$ cat config.mk
export PLATFORM = sky130hd
export DESIGN_NAME = llc_lookup_ctrl
export DESIGN_NICKNAME = d
export VERILOG_FILES = /design/src/rtl/llc_lookup_ctrl_pkg.sv /design/src/rtl/llc_lookup_ctrl_victim_scan.sv /design/src/rtl/llc_lookup_ctrl.sv
export SDC_FILE = /design/constraint.sdc
export NUM_CORES = 1
export LEC_CHECK = 0
export BUFFER_PORTS_ARGS = -buffer_cell sky130_fd_sc_hd__buf_2
export CORE_AREA = 2 2 106 108
export CTS_CLUSTER_SIZE = 20
export DETAILED_ROUTE_END_ITERATION = 12
export DIE_AREA = 0 0 108 110
export PLACE_DENSITY_LB_ADDON = 0.05
export SLEW_MARGIN = 15
export SYNTH_ARGS = -nofsm -noshare
export SYNTH_HDL_FRONTEND = slang
export SYNTH_SLANG_ARGS = --single-unit
$ cat constraint.sdc
create_clock -name clk -period 8.9 [get_ports clk]
set_input_delay 2.67 -clock clk [delete_from_list [all_inputs] [get_ports clk]]
set_output_delay 2.67 -clock clk [all_outputs]
set_load 0.005 [all_outputs]
$ cat src/rtl/llc_lookup_ctrl_pkg.sv
// Shared LLC types and constants for the lookup controller.
// Victim clean-way preference is build-selected with LLC_CLEAN_VICTIM_PREF_EN.
package llc_lookup_ctrl_pkg;

  localparam int unsigned LLC_WAYS = 16;
  localparam int unsigned WAY_W    = $clog2(LLC_WAYS);
  localparam int unsigned TAG_W    = 12;

  typedef logic [WAY_W-1:0] llc_way_t;
  typedef logic [TAG_W-1:0] llc_tag_t;

  typedef enum logic [1:0] {
    INVALID  = 2'd0,
    VALID    = 2'd1,
    SHARED   = 2'd2,
    MODIFIED = 2'd3
  } llc_state_t;

  typedef enum logic [2:0] {
    IDLE   = 3'd0,
    READ   = 3'd1,
    SCAN   = 3'd2,
    VICTIM = 3'd3,
    DONE   = 3'd4
  } llc_lookup_state_t;

  // Way index successor; wraps naturally at LLC_WAYS.
  function automatic llc_way_t way_inc(input llc_way_t w);
    return w + llc_way_t'(1);
  endfunction

endpackage

$ cat src/rtl/llc_lookup_ctrl_victim_scan.sv
// Wrapping search for the first clean way starting at the eviction pointer.
// Only instantiated when LLC_CLEAN_VICTIM_PREF_EN is defined.
module llc_victim_scan
  import llc_lookup_ctrl_pkg::*;
(
  input  logic                clk,
  input  logic                rst,
  input  logic                load,
  input  logic                active,
  input  llc_way_t            evict_way,
  input  logic [LLC_WAYS-1:0] dirty_bits,
  output logic                done_c,
  output llc_way_t            way_c
);

  llc_way_t p;
  llc_way_t cnt;

  always_ff @(posedge clk) begin
    if (rst) begin
      p   <= '0;
      cnt <= '0;
    end else if (load) begin
      p   <= evict_way;
      cnt <= '0;
    end else if (active && !done_c) begin
      p   <= way_inc(p);
      cnt <= way_inc(cnt);
    end
  end

  // All ways dirty after a full lap falls back to the eviction pointer.
  always_comb begin
    done_c = !dirty_bits[p] || (cnt == llc_way_t'(LLC_WAYS - 1));
    way_c  = dirty_bits[p] ? evict_way : p;
  end

endmodule

$ cat src/rtl/llc_lookup_ctrl.sv
// LLC lookup sequencer: set read, per-way scan, hit/empty/evict response.
// Define LLC_CLEAN_VICTIM_PREF_EN to prefer a clean victim via llc_victim_scan.
module llc_lookup_ctrl
  import llc_lookup_ctrl_pkg::*;
(
  input  logic                clk,
  input  logic                rst,
  input  logic                req_valid,
  output logic                req_ready,
  input  llc_tag_t            req_tag,
  output logic                rd_mem_en,
  output logic                look,
  input  llc_tag_t            tags_buf [LLC_WAYS],
  input  llc_state_t          states_buf [LLC_WAYS],
  input  logic [LLC_WAYS-1:0] dirty_bits_buf,
  input  llc_way_t            evict_way_buf,
  output logic                rsp_valid,
  input  logic                rsp_ready,
  output llc_way_t            rsp_way,
  output logic                rsp_hit,
  output logic                rsp_empty,
  output logic                rsp_evict,
  output logic                incr_evict_way_buf
);

  llc_lookup_state_t state;
  llc_tag_t          tag;
  llc_way_t          idx;
  logic              empty_found;
  llc_way_t          empty_way;

  logic cur_hit;
  logic cur_inv;
  logic last_way;

  always_comb begin
    cur_inv  = (states_buf[idx] == INVALID);
    cur_hit  = (tags_buf[idx] == tag) && !cur_inv;
    last_way = (idx == llc_way_t'(LLC_WAYS - 1));
  end

`ifdef LLC_CLEAN_VICTIM_PREF_EN
  logic     victim_done_c;
  llc_way_t victim_way_c;

  llc_victim_scan u_victim_scan (
    .clk        (clk),
    .rst        (rst),
    .load       (state == SCAN),
    .active     (state == VICTIM),
    .evict_way  (evict_way_buf),
    .dirty_bits (dirty_bits_buf),
    .done_c     (victim_done_c),
    .way_c      (victim_way_c)
  );
`else
  logic unused_dirty;
  assign unused_dirty = ^dirty_bits_buf;
`endif

  // The pointer advance must coincide with the handshake itself, so it is decoded.
  assign incr_evict_way_buf = !rst && rsp_valid && rsp_ready && rsp_evict;

  always_ff @(posedge clk) begin
    if (rst) begin
      state       <= IDLE;
      req_ready   <= 1'b1;
      rd_mem_en   <= 1'b0;
      look        <= 1'b0;
      tag         <= '0;
      idx         <= '0;
      empty_found <= 1'b0;
      empty_way   <= '0;
      rsp_valid   <= 1'b0;
      rsp_way     <= '0;
      rsp_hit     <= 1'b0;
      rsp_empty   <= 1'b0;
      rsp_evict   <= 1'b0;
    end else begin
      rd_mem_en <= 1'b0;
      look      <= 1'b0;
      case (state)
        IDLE: begin
          if (req_valid && req_ready) begin
            tag       <= req_tag;
            req_ready <= 1'b0;
            rd_mem_en <= 1'b1;
            look      <= 1'b1;
            state     <= READ;
          end
        end
        READ: begin
          idx         <= '0;
          empty_found <= 1'b0;
          state       <= SCAN;
        end
        SCAN: begin
          if (cur_hit) begin
            rsp_way   <= idx;
            rsp_hit   <= 1'b1;
            rsp_valid <= 1'b1;
            state     <= DONE;
          end else begin
            if (cur_inv && !empty_found) begin
              empty_found <= 1'b1;
              empty_way   <= idx;
            end
            if (last_way) begin
              if (empty_found || cur_inv) begin
                rsp_way   <= empty_found ? empty_way : idx;
                rsp_empty <= 1'b1;
                rsp_valid <= 1'b1;
                state     <= DONE;
              end else begin
`ifdef LLC_CLEAN_VICTIM_PREF_EN
                state     <= VICTIM;
`else
                rsp_way   <= evict_way_buf;
                rsp_evict <= 1'b1;
                rsp_valid <= 1'b1;
                state     <= DONE;
`endif
              end
            end else begin
              idx <= way_inc(idx);
            end
          end
        end
`ifdef LLC_CLEAN_VICTIM_PREF_EN
        VICTIM: begin
          if (victim_done_c) begin
            rsp_way   <= victim_way_c;
            rsp_evict <= 1'b1;
            rsp_valid <= 1'b1;
            state     <= DONE;
          end
        end
`endif
        DONE: begin
          if (rsp_ready) begin
            rsp_valid <= 1'b0;
            rsp_hit   <= 1'b0;
            rsp_empty <= 1'b0;
            rsp_evict <= 1'b0;
            req_ready <= 1'b1;
            state     <= IDLE;
          end
        end
        default: begin
          req_ready <= 1'b1;
          state     <= IDLE;
        end
      endcase
    end
  end

endmodule

* Word level (Yosys, flattened, before mapping)
Cells that the tools add are included.
Cells by class: $add $sub $neg 1, $lt $le $gt $ge 1, equal/unequal tests 15, mux-type cells 39, bitwise gates (word level) 4, reductions and logical operators 28
Operators by type and width (number):
- binary-select mux 12 bit (select 4 bit) | 1
- two-way mux 12 bit | 2
- two-way mux 4 bit | 6
- AND reduction 3 bit | 7
- != test 2 bit (second input constant) | 9
- two-way mux 1 bit | 15
- == test 12 bit | 1
- two-way mux 3 bit | 4
- one-hot mux 3 bit (4 select lines) | 1
- one-hot mux 1 bit (2 select lines) | 5
- AND reduction 5 bit | 2
- binary-select mux 2 bit (select 4 bit) | 1
- one-hot mux 4 bit (2 select lines) | 1
- logical AND 1 bit | 6
- nonzero test 2 bit | 3
- greater-or-equal comparator 5 bit (second input constant) | 1
- NOT 4 -> 5 bit | 1
- adder 4 x 1 -> 4 bit (second input constant) | 1
- == test 4 bit (second input constant) | 1
- two-way mux 2 bit | 2
- AND reduction 2 bit | 2
- OR reduction 2 bit | 2
- == test 3 x 1 -> 1 bit (second input constant) | 1
- == test 3 x 2 -> 1 bit (second input constant) | 1
- 8 further kinds | 12
Storage, ports and cells: flip-flop bits (word level) 34, output and inout bits 12

* Depth between registers and ports, before layout
depth in word-level cells 10, mapped depth 13

* Least setup slack after synthesis
OpenSTA, ideal clock, no wires.
kind input-to-output, start point input rst, end point output incr_evict_way_buf, arrival 3.139 ns, slack 3.091 ns, stages 2, path buffers 1, cells stage by stage clkbuf_1 > nor4b_1
On the way: cells in the longest elaborated chain, start to end 4
RTL lines:
- from (decl) | line llc_lookup_ctrl.sv:7 | input logic rst,
- logical NOT 1 bit | line llc_lookup_ctrl.sv:62 | assign incr_evict_way_buf = !rst && rsp_valid && rsp_ready && rsp_evict;
- logical AND 1 bit (3 in series) | line llc_lookup_ctrl.sv:62
- to (decl) | line llc_lookup_ctrl.sv:23 | output logic incr_evict_way_buf
Every way passes these cells.

* Worst setup path in the final report
Ends and elaborated chain as after synthesis.

==> metrics.md <==
| Metric | Value |
|---|---|
| Largest net degree at the start of global routing | `70` |
| Reg2reg path depth | `8` |
| Ys flop type | `dfxtp_1` |
| Largest family of logic cells by synthesized area | `multiplexers` |
| Status | `finished, final reports clean` |
| Async set-reset flop share out of synthesis | `0%` |
| Min-Delay Path Class | `flop to flop` |
| Slew Limit Fails | `0` |
| Antenna violations before repair | `0` |
| Area growth, synth to finish | `37.6%` |
| First-pass GRT wire length | `20.1 mm` |
| Yosys top cell area share | `20.4%` |
| Vias in the first global route | `~4100` |
| Share of cells above drive strength 1 | `48.3%` |
| Via density | `about 5.3` |
| CP Capture Type | `output port` |
| Postcts setup bufs | `0` |
| Final Wtd Congestion | `0.852` |
| R2r startpoint | `idx[2]` |
| Worst Hold Launch | `rsp_empty` |
| Relative slew slack | `33.9%` |
| ANT cells | `0` |
| CTS tree | `done` |
| CP max FO | `35` |
| Synthesized area | `~3700 µm²` |
| XOR/XNOR Fraction of Synth Area | `2.86%` |
| Synthesized area per cell | `9.28 µm²` |
| Drt first pass iters | `4` |
| Max Cap Viol | `0` |
| Die H | `110 µm` |
| Pwr dens | `85.6 nW/µm²` |
| Top post-synthesis cells by area | `mux2i_1 20%, dfxtp_1 19%, mux4_2 18%` |
| # placed instances | `around 760` |
| Wirelength, routed | `13.3 mm` |
| Worst Clk Skew | `0.00519 ns` |
| H-tree depth | `2` |
| Top cells by count, synth | `75 x mux2i_1, 35 x nor2_1, 34 x dfxtp_1` |
| RSZ-0062 raised after global routing | `no` |
| Adder-Cell Fraction of Synth Area | `less than 1%` |
| Remaining Overflow, GRT | `0` |
| Residual DRC | `0` |
| DIE AREA | `11900 µm²` |
| Simple-gate area share of the yosys netlist | `16.9%` |
| Max clock buf depth | `2` |
| Worst EP required | `6.23 ns` |
| Post-synthesis mux area share | `about two fifths` |
| Initial DRC Count | `252` |
| P_leak | `2.20 nW` |
| Hold Vio Cnt, Final | `0` |
| GRT Util Overall | `22.0%` |
| Num rows | `38` |
| TritonCTS buffer count | `5` |
| # IOs | `between 200 and 300` |
| Min-Delay Endpoint | `rsp_empty` |
| Crit Path Class | `input port to output port` |
| CTS Hold Buffers Added | `0` |
| Post-Syn Nets | `~660` |
| Post-Synthesis Cells | `396` |
| Peak VDD IR | `approximately 0.000053 V` |
| Clock-pin transition on the worst setup and hold timing paths | `0.07 ns` |
| Critical Path Start Type | `input port` |
| Final setup viols | `0` |
| Core Area | `10700 µm²` |
| Yosys cell types | `65` |
| Root buffer cell | `clkbuf_8` |
| WP data arrival | `3.43 ns` |
| Worst-skew pair later-pin latency | `around 0.29 ns` |
| Most area-hungry cell type in the Yosys netlist | `mux2i_1` |
| Routed Antenna Nets | `0` |
| # resized after CTS | `0` |
| Die Wd | `roughly 110 µm` |
| Post-layout util | `47.3%` |
| Hold depth | `1` |
| R2R Path End | `rsp_way[2]` |
| Post-DP HPWL | `around 11 mm` |
| Seq/Total Area, Yosys | `18.5%` |
| Vias post-DR | `4093` |
| Setup slack, reg-to-reg | `4.65 ns` |
| Worst-Margin Slew | `roughly 0.99 ns` |
| Compound-Gate Fraction of Synth Area | `16.8%` |
| I/O Buffers | `~260` |
| Setup TNS | `0 ns` |
| Nets | `890` |
| Fmax | `164 MHz` |
| FF+latch count, synth | `34` |
| Post-synth EDFFs | `0` |
| Synth warnings | `0` |
| Post-route clock period utilization | `around 70%` |
| Initial Util | `34.4%` |
| CTS Sinks | `34` |
| Minimum clock period | `6.10 ns` |
| Most frequent cell after synthesis | `mux2i_1` |
| DR WL/cell | `17.2 µm` |
| Non-filler cells in the finished layout | `770` |
[registers in the layout, indices dropped and copies added (netlist names)]
signal,cells
empty_found,1
empty_way,4
idx,4
look,1
req_ready,1
rsp_empty,1
rsp_evict,1
rsp_hit,1
rsp_valid,1
rsp_way,4
state,3
tag,12
[metrics by stage]
stage / area, µm² / hold slack (ns) / total power [W] / setup slack (ns)
final: 5060 / 0.469 / 0.000433 / 2.80
after global routing: 5060 / 0.502 / 0.000462 / 2.63
after CTS: 5060 / 0.471 / 0.000440 / 2.78
after detailed placement: 4970 / 0.453 / 0.000320 / 2.78
after global placement: 4970 / 0.453 / 0.000317 / 2.75
after floorplan: 3680 / 0.455 / 0.000248 / 3.09
[critical path, cell delays in order]
cell and delay (ns):
buf_2 0.29, nor4b_1 0.31, buf_2 0.16
[power breakdown]
| part | total (W) | switching, W | internal [W] |
|---|---|---|---|
| combinational | 0.000146 | 0.0000622 | 0.0000840 |
| sequential | 0.000169 | 0.00000915 | 0.000160 |
| clock | 0.000118 | 0.0000559 | 0.0000623 |
[final cells by class]
class                      count  area (µm²)
tap                          140         175
multi-input combinational    321        2770
clock inverter                 1        5.00
fill                        1088        5640
timing repair buffer         258        1300
sequential                    34         687
clock buffer                   7        86.3
inverter                       9        33.8
[worst max path at each step]
| stage | to | cells after the start | from |
|---|---|---|---|
| floorplan | incr_evict_way_buf | 2 | rst |
| global placement | incr_evict_way_buf | 3 | rst |
| detailed placement | incr_evict_way_buf | 3 | rst |
| CTS | incr_evict_way_buf | 3 | rst |
| global route | incr_evict_way_buf | 3 | rst |
| finish | incr_evict_way_buf | 3 | rst |
[placed cells by master, fill, tap and decap left out, types with 6 or more instances in the layout]
| master | Yosys | final |
|---|---|---|
| buf_2 | 13 | 255 |
| mux2i_1 | 75 | 75 |
| nor2_1 | 35 | 35 |
| dfxtp_1 | 34 | 31 |
| mux4_2 | 29 | 29 |
| nand2_1 | 23 | 23 |
| a21oi_1 | 18 | 18 |
| a22oi_1 | 17 | 17 |
| inv_1 | 9 | 9 |
| xnor2_1 | 9 | 9 |
| nor3b_1 | 8 | 8 |
| nor3_1 | 7 | 7 |
| a31oi_1 | 6 | 6 |
| or3_1 | 6 | 6 |
| clkbuf_8 | 0 | 6 |
[logic make-up after synthesis]
group / after synthesis
multiplexers: 105
AO/OA/AOI/OAI: 87
AND/OR/NAND/NOR: 116
flip-flops: 34
buffers and inverters: 41
XOR/XNOR: 12
adder cells (fa/ha/maj): 1
[routing by layer]
layer  vias up  global-route usage, %  wire (µm)
li1       2006                      -          -
met3        18                   4.23        950
met4         0                   5.40        200
met2       180                   40.7       6690
met5         -                      0          0
met1      1889                   26.3       5420
(Power assumes the default switching activity.)
